[src/rtl/midi_button_encoder.sv]
// -----------------------------------------------------------------------------
// midi_button_encoder
//
// Turns one-cycle button press pulses into MIDI Note On / Note Off messages.
// Each press toggles the note of its button. Presses are queued in a pending
// bitmap. A round-robin arbiter chooses the next button to send. The message
// goes out as bytes on a valid/ready stream that feeds a UART transmitter.
//
// Optional feature (compile-time macro):
//   MIDI_RUNNING_STATUS_EN - the status byte is left out when it equals the
//                            status byte of the last message sent.
//
// Parameters:
//   NUM_BTN   - number of buttons (1..16)
//   CHANNEL   - MIDI channel, placed in the low nibble of the status byte (0..15)
//   BASE_NOTE - note number of button 0; button i sends BASE_NOTE+i
//   VELOCITY  - Note On velocity (1..127); Note Off always uses 0x40
//
// Ports:
//   clk        - system clock
//   rst        - synchronous active-high reset
//   btn_raised - one-cycle press pulses, one bit per button
//   tx_data    - MIDI byte to the UART TX (0x00 when idle)
//   tx_valid   - tx_data holds a byte
//   tx_ready   - UART TX accepts the byte
//   notes_on   - note state per button (1 = Note On sent or in flight)
//   busy       - a message is in flight or a press is pending
// -----------------------------------------------------------------------------
module midi_button_encoder #(
   parameter int NUM_BTN   = 4,
   parameter int CHANNEL   = 0,
   parameter int BASE_NOTE = 60,
   parameter int VELOCITY  = 100
) (
   input  logic               clk,
   input  logic               rst,
   input  logic [NUM_BTN-1:0] btn_raised,
   output logic [7:0]         tx_data,
   output logic               tx_valid,
   input  logic               tx_ready,
   output logic [NUM_BTN-1:0] notes_on,
   output logic               busy
);

   localparam int IDX_W = (NUM_BTN > 1) ? $clog2(NUM_BTN) : 1;

   localparam logic [3:0] CHAN     = 4'(CHANNEL);
   localparam logic [7:0] STAT_ON  = {4'h9, CHAN};
   localparam logic [7:0] STAT_OFF = {4'h8, CHAN};
   localparam logic [7:0] VEL_ON   = {1'b0, 7'(VELOCITY)};
   localparam logic [7:0] VEL_OFF  = 8'h40;

   typedef enum logic [1:0] {
      ST_IDLE,
      ST_STATUS,
      ST_NOTE,
      ST_VEL
   } state_e;

   state_e             state_q,    state_d;
   logic [NUM_BTN-1:0] pending_q,  pending_d;
   logic [NUM_BTN-1:0] notes_on_q, notes_on_d;
   logic [IDX_W-1:0]   rr_ptr_q,   rr_ptr_d;
   logic [7:0]         status_q,   status_d;
   logic [7:0]         note_q,     note_d;
   logic [7:0]         vel_q,      vel_d;
`ifdef MIDI_RUNNING_STATUS_EN
   // 0x00 can never be a status byte, so the reset value never matches.
   logic [7:0]         last_status_q, last_status_d;
`endif

   logic               found;
   logic [IDX_W-1:0]   sel_idx;
   logic               capture;
   logic               handshake;
   logic [NUM_BTN-1:0] cap_mask;
   logic               new_on;
   logic [7:0]         status_new;

   // -------------------------------------------------------------------------
   // Round-robin search: first pending bit at or above rr_ptr, with wrap-around.
   // -------------------------------------------------------------------------
   always_comb begin
      int               cand;
      logic [IDX_W-1:0] cand_idx;
      // NOTE: every variable gets a value before any branch. A path that
      // leaves a combinational variable unassigned would create a latch.
      found    = 1'b0;
      sel_idx  = '0;
      cand     = 0;
      cand_idx = '0;
      for (int k = 0; k < NUM_BTN; k++) begin
         cand = int'(rr_ptr_q) + k;
         if (cand >= NUM_BTN) begin
            cand = cand - NUM_BTN;
         end
         cand_idx = IDX_W'(cand);
         if (!found && pending_q[cand_idx]) begin
            found   = 1'b1;
            sel_idx = cand_idx;
         end
      end
   end

   assign tx_valid   = (state_q != ST_IDLE);
   assign handshake  = tx_valid && tx_ready;
   assign capture    = (state_q == ST_IDLE) && found;
   assign cap_mask   = capture ? (NUM_BTN'(1) << sel_idx) : '0;
   assign new_on     = ~notes_on_q[sel_idx];
   assign status_new = new_on ? STAT_ON : STAT_OFF;

   // -------------------------------------------------------------------------
   // Next-state logic
   // -------------------------------------------------------------------------
   always_comb begin
      state_d    = state_q;
      // A new pulse in the same cycle as a capture sets the bit again.
      // The set therefore wins over the clear.
      pending_d  = (pending_q & ~cap_mask) | btn_raised;
      notes_on_d = notes_on_q;
      rr_ptr_d   = rr_ptr_q;
      status_d   = status_q;
      note_d     = note_q;
      vel_d      = vel_q;
`ifdef MIDI_RUNNING_STATUS_EN
      last_status_d = last_status_q;
`endif

      unique case (state_q)
         ST_IDLE: begin
            if (capture) begin
               notes_on_d = notes_on_q ^ cap_mask;
               rr_ptr_d   = (sel_idx == IDX_W'(NUM_BTN - 1)) ? '0 : sel_idx + IDX_W'(1);
               status_d   = status_new;
               note_d     = 8'((BASE_NOTE + int'(sel_idx)) & 127);
               vel_d      = new_on ? VEL_ON : VEL_OFF;
`ifdef MIDI_RUNNING_STATUS_EN
               state_d    = (status_new == last_status_q) ? ST_NOTE : ST_STATUS;
`else
               state_d    = ST_STATUS;
`endif
            end
         end
         ST_STATUS: begin
            if (handshake) begin
               state_d = ST_NOTE;
`ifdef MIDI_RUNNING_STATUS_EN
               last_status_d = status_q;
`endif
            end
         end
         ST_NOTE: begin
            if (handshake) begin
               state_d = ST_VEL;
            end
         end
         ST_VEL: begin
            if (handshake) begin
               state_d = ST_IDLE;
            end
         end
         default: state_d = ST_IDLE;
      endcase
   end

   // -------------------------------------------------------------------------
   // State registers
   // -------------------------------------------------------------------------
   always_ff @(posedge clk) begin
      // NOTE: registers use non-blocking assignment. Every flop then samples
      // values from before the edge, whatever the order of the statements.
      if (rst) begin
         state_q    <= ST_IDLE;
         pending_q  <= '0;
         notes_on_q <= '0;
         rr_ptr_q   <= '0;
         status_q   <= 8'h00;
         note_q     <= 8'h00;
         vel_q      <= 8'h00;
`ifdef MIDI_RUNNING_STATUS_EN
         last_status_q <= 8'h00;
`endif
      end else begin
         state_q    <= state_d;
         pending_q  <= pending_d;
         notes_on_q <= notes_on_d;
         rr_ptr_q   <= rr_ptr_d;
         status_q   <= status_d;
         note_q     <= note_d;
         vel_q      <= vel_d;
`ifdef MIDI_RUNNING_STATUS_EN
         last_status_q <= last_status_d;
`endif
      end
   end

   // -------------------------------------------------------------------------
   // Outputs. The message bytes stay in registers while backpressure holds
   // the stream, so tx_data stays stable until the byte is taken.
   // -------------------------------------------------------------------------
   always_comb begin
      tx_data = 8'h00;
      unique case (state_q)
         ST_STATUS: tx_data = status_q;
         ST_NOTE:   tx_data = note_q;
         ST_VEL:    tx_data = vel_q;
         default:   tx_data = 8'h00;
      endcase
   end

   assign notes_on = notes_on_q;
   assign busy     = (state_q != ST_IDLE) | (|pending_q);

endmodule

[config.mk]
export PLATFORM = sky130hd
export DESIGN_NAME = midi_button_encoder
export DESIGN_NICKNAME = d
export VERILOG_FILES = /design/src/rtl/midi_button_encoder.sv
export SDC_FILE = /design/constraint.sdc
export NUM_CORES = 1
export LEC_CHECK = 0
export CAP_MARGIN = 5
export CORE_MARGIN = 5
export CORE_UTILIZATION = 35
export DETAILED_ROUTE_END_ITERATION = 8
export GPL_ROUTABILITY_DRIVEN = 0
export PLACE_DENSITY = 0.59
export RECOVER_POWER = 50
export SLEW_MARGIN = 0
export SYNTH_ARGS = -nofsm -noshare
export SYNTH_HDL_FRONTEND = slang
export SYNTH_SLANG_ARGS = --single-unit
[constraint.sdc]
create_clock -name clk -period 1.85 [get_ports clk]
set_input_delay 0.37 -clock clk [delete_from_list [all_inputs] [get_ports clk]]
set_output_delay 0.37 -clock clk [all_outputs]
set_load 0.02 [all_outputs]
==> reports/metrics.yaml <==
timing:
  hold_ws_ns: 0.474
  worstMarginPinSlew_ns: 0.555
  slew-limit-headroom_pct: 62.9
  timing.final.crit_share_pct: 97.1
  setup_violations: 0
  skew_ns: 0.0104
  fmax_mhz: 557
  slew_viol_final: 0
  post-route-min-period_ns: 1.80
  setup_tns_ns: 0
  fin_ws_ns: 0.0544
  finalHoldViolations: 0
clock_tree:
  clk_path_buf_depth: 2
  cts_tree: "yes"
  ctsHoldBuffers: 0
  clk_root_buffer_cell: "clkbuf_4"
  insertion_delay_ns: 0.29
  cts_setup_buffers: 0
  clkTransAtPathRegs_ns: 0.09
  cts_sinks: 16
  cts_htree_levels: 1
  cts_buffers: 3
power_and_ir_drop:
  ir_drop_mv: 0.824
  comb_power_share_pct: 56.7
  p_seq_share_pct: 30.2
  p_sw_share_pct: 42.3
  pwr-share-clk_pct: 13.1
  leakage_nw: 0.564
  switching_power_mw: 0.770
  cellPowerDensity_mw_per_mm2: 1470
  p_int_mw: 1.05
worst_setup_path:
  required_ns: 1.48
  reg2reg_slack_ns: 0.12
  path_class: "register to output port"
  rr_startpoint: "pending_q[1]"
  crit_path_start_kind: "register"
  arrival_ns: 1.43
  endpoint_kind: "output port"
  cp_max_fo: 3
  r2r_cells: 8
  r2r_end: "notes_on[3]"
global_route:
  grt_usage_pct: 13.7
  grt_pass1_vias: 860
  antenna_found_initial: 0
  grt_first_pass_wirelength_um: 3660
  grt-ovfl-total: 0
  grt_max_degree: 15
synthesis:
  ys.flop_type: "dfxtp_1"
  synth_cell_types: 25
  syn_inst: 104
  avgSynthCellArea_um2: 8.23
  netlist_area_um2: 856
  synthArstFlopShare_pct: 0
  ys_ff_latch: 16
  yosysSeqAreaShare_pct: 37.4
  synth_nets: 119
  yosysWarnings: 0
  synth_edf_count: 0
worst_hold_path:
  worstHoldPathCells: 2
  hold_end: "note_q[1]"
  hp-class: "register to register"
  worstHoldStart: "note_q[1]"
route:
  wl_met3_um: 103
  detail_route.first_pass.iterations: 4
  drt_iter0_markers: 18
  wl_met2_um: 1020
  wl_met1_um: 1000
  routed_wl_um: 2140
  avgRoutedWirePerCell_um: 12.9
  vias: 815
  top_layer_used: "met4"
  drcViolationCount: 0
  vias_per_cell: 4.91
  ant_nets: 0
final_layout:
  diodes: 0
  area_growth_pct: 45.0
  post-route-util_pct: 51.5
  nNetsFinal: 152
  layout-drive-gt1-share_pct: 34.6
  stdcell_count: 166
floorplanning:
  core-area_mm2: 0.00241
  num_rows: 18
  die_area_mm2: 0.00353
  start_util_pct: 35.5
  fp.dieH_um: 59.5
  io_pins: 21
  die_w_um: 59.5
placement:
  hpwl_um: 1620
  place_ws_ns: -0.232
  port_buffers: 20
  dp_cells: 162
outcome:
  status: "complete, no violations"
run:
  cap_violations: 0
-- worst max-delay path: stages (launching register included) --
cell,delay (ns)
dfxtp_2,0.36
inv_4,0.05
ha_4,0.15
nor2b_4,0.12
nand2_1,0.07
inv_2,0.05
a31o_4,0.21
buf_6,0.13
-- routing by layer --
| layer | global-route usage, % | vias up |
|---|---|---|
| met5 | 0 | - |
| met4 | 4.85 | 0 |
| met3 | 3.05 | 2 |
| met2 | 22.8 | 19 |
| met1 | 17.2 | 384 |
| li1 | - | 410 |
-- worst max-delay path by stage --
| stage | end | start | slack [ns] |
|---|---|---|---|
| after floorplan | tx_data[5] | state_q[0] | 0.10 |
| after global placement | tx_data[5] | state_q[1] | -0.17 |
| after detailed placement | tx_data[5] | state_q[1] | -0.23 |
| after CTS | tx_data[5] | state_q[0] | -0.02 |
| after global routing | tx_data[4] | state_q[0] | -0.005 |
| final | tx_data[5] | state_q[0] | 0.05 |
-- cells by family (layout without fill, tap and decap cells) --
| family | after synthesis | after routing | share of synthesized area (%) |
|---|---|---|---|
| fa+ha+maj | 8 | 8 | 11.7 |
| xor+xnor | 4 | 4 | 4.09 |
| buf+inv | 11 | 43 | 5.26 |
| flops | 16 | 16 | 37.4 |
| compound gates | 18 | 18 | 14.0 |
| mux | 4 | 4 | 4.68 |
| simple gates | 43 | 43 | 22.8 |
-- cell usage after synthesis (2+ instances only) --
master	n	share of area (%)
dfxtp_1	16	37
a21oi_1	10	5.8
nor2_1	15	6.6
nand2_1	14	6.1
ha_1	8	12
xor2_1	4	4.1
a31o_2	2	2.0
inv_1	6	2.6
and2_1	3	2.2
clkbuf_1	3	1.3
nor3_1	5	2.9
nor4_1	2	1.5
mux2i_1	4	4.7
-- timing repair --
action | in CTS | in global routing
pin swaps | 0 | 0
gates resized for setup | 46 | 20
endpoints found under the setup margin | 10 | 16
endpoints found under the hold margin | 0 | 0
-- layout by cell type (no fill, tap or decap), types with 5 or more instances in the layout --
| cell | netlist | routed |
|---|---|---|
| buf_4 | 1 | 12 |
| nand2_1 | 14 | 14 |
| buf_2 | 0 | 5 |
| dfxtp_2 | 0 | 5 |
| nor2_1 | 15 | 14 |
| ha_1 | 8 | 5 |
| clkdlybuf4s50_1 | 0 | 6 |
| dfxtp_1 | 16 | 10 |
| nor3_1 | 5 | 5 |
| a21oi_1 | 10 | 10 |
-- stage by stage --
stage	instance area [µm²]	total power, mW
final	1240	1.82
after global routing	1240	1.99
after CTS	1200	1.75
after detailed placement	1160	1.50
after global placement	1160	1.49
after floorplan	856	1.11
-- power by group through the flow --
stage | clock network (mW) | registers [mW] | logic (mW)
after global placement | 0 | 0.530 | 0.960
after floorplan | 0 | 0.558 | 0.547
final | 0.238 | 0.550 | 1.03
after detailed placement | 0 | 0.534 | 0.966
after CTS | 0.245 | 0.531 | 0.973
after global routing | 0.266 | 0.568 | 1.16
-- sequential cells by signal, indices dropped and copies added, names as in the netlist --
name / count
pending_q: 4
note_q: 3
vel_q: 1
rr_ptr_q: 2
state_q: 2
notes_on: 4
-- final cells by class --
type / count / area, µm²
repair buffers: 32 / 265
flip-flops and latches: 16 / 330
fillers: 229 / 1170
clock buffers: 4 / 36.3
multi-input cells: 77 / 543
inverters: 7 / 28.8
well taps: 30 / 37.5
(Power assumes the default switching activity.)
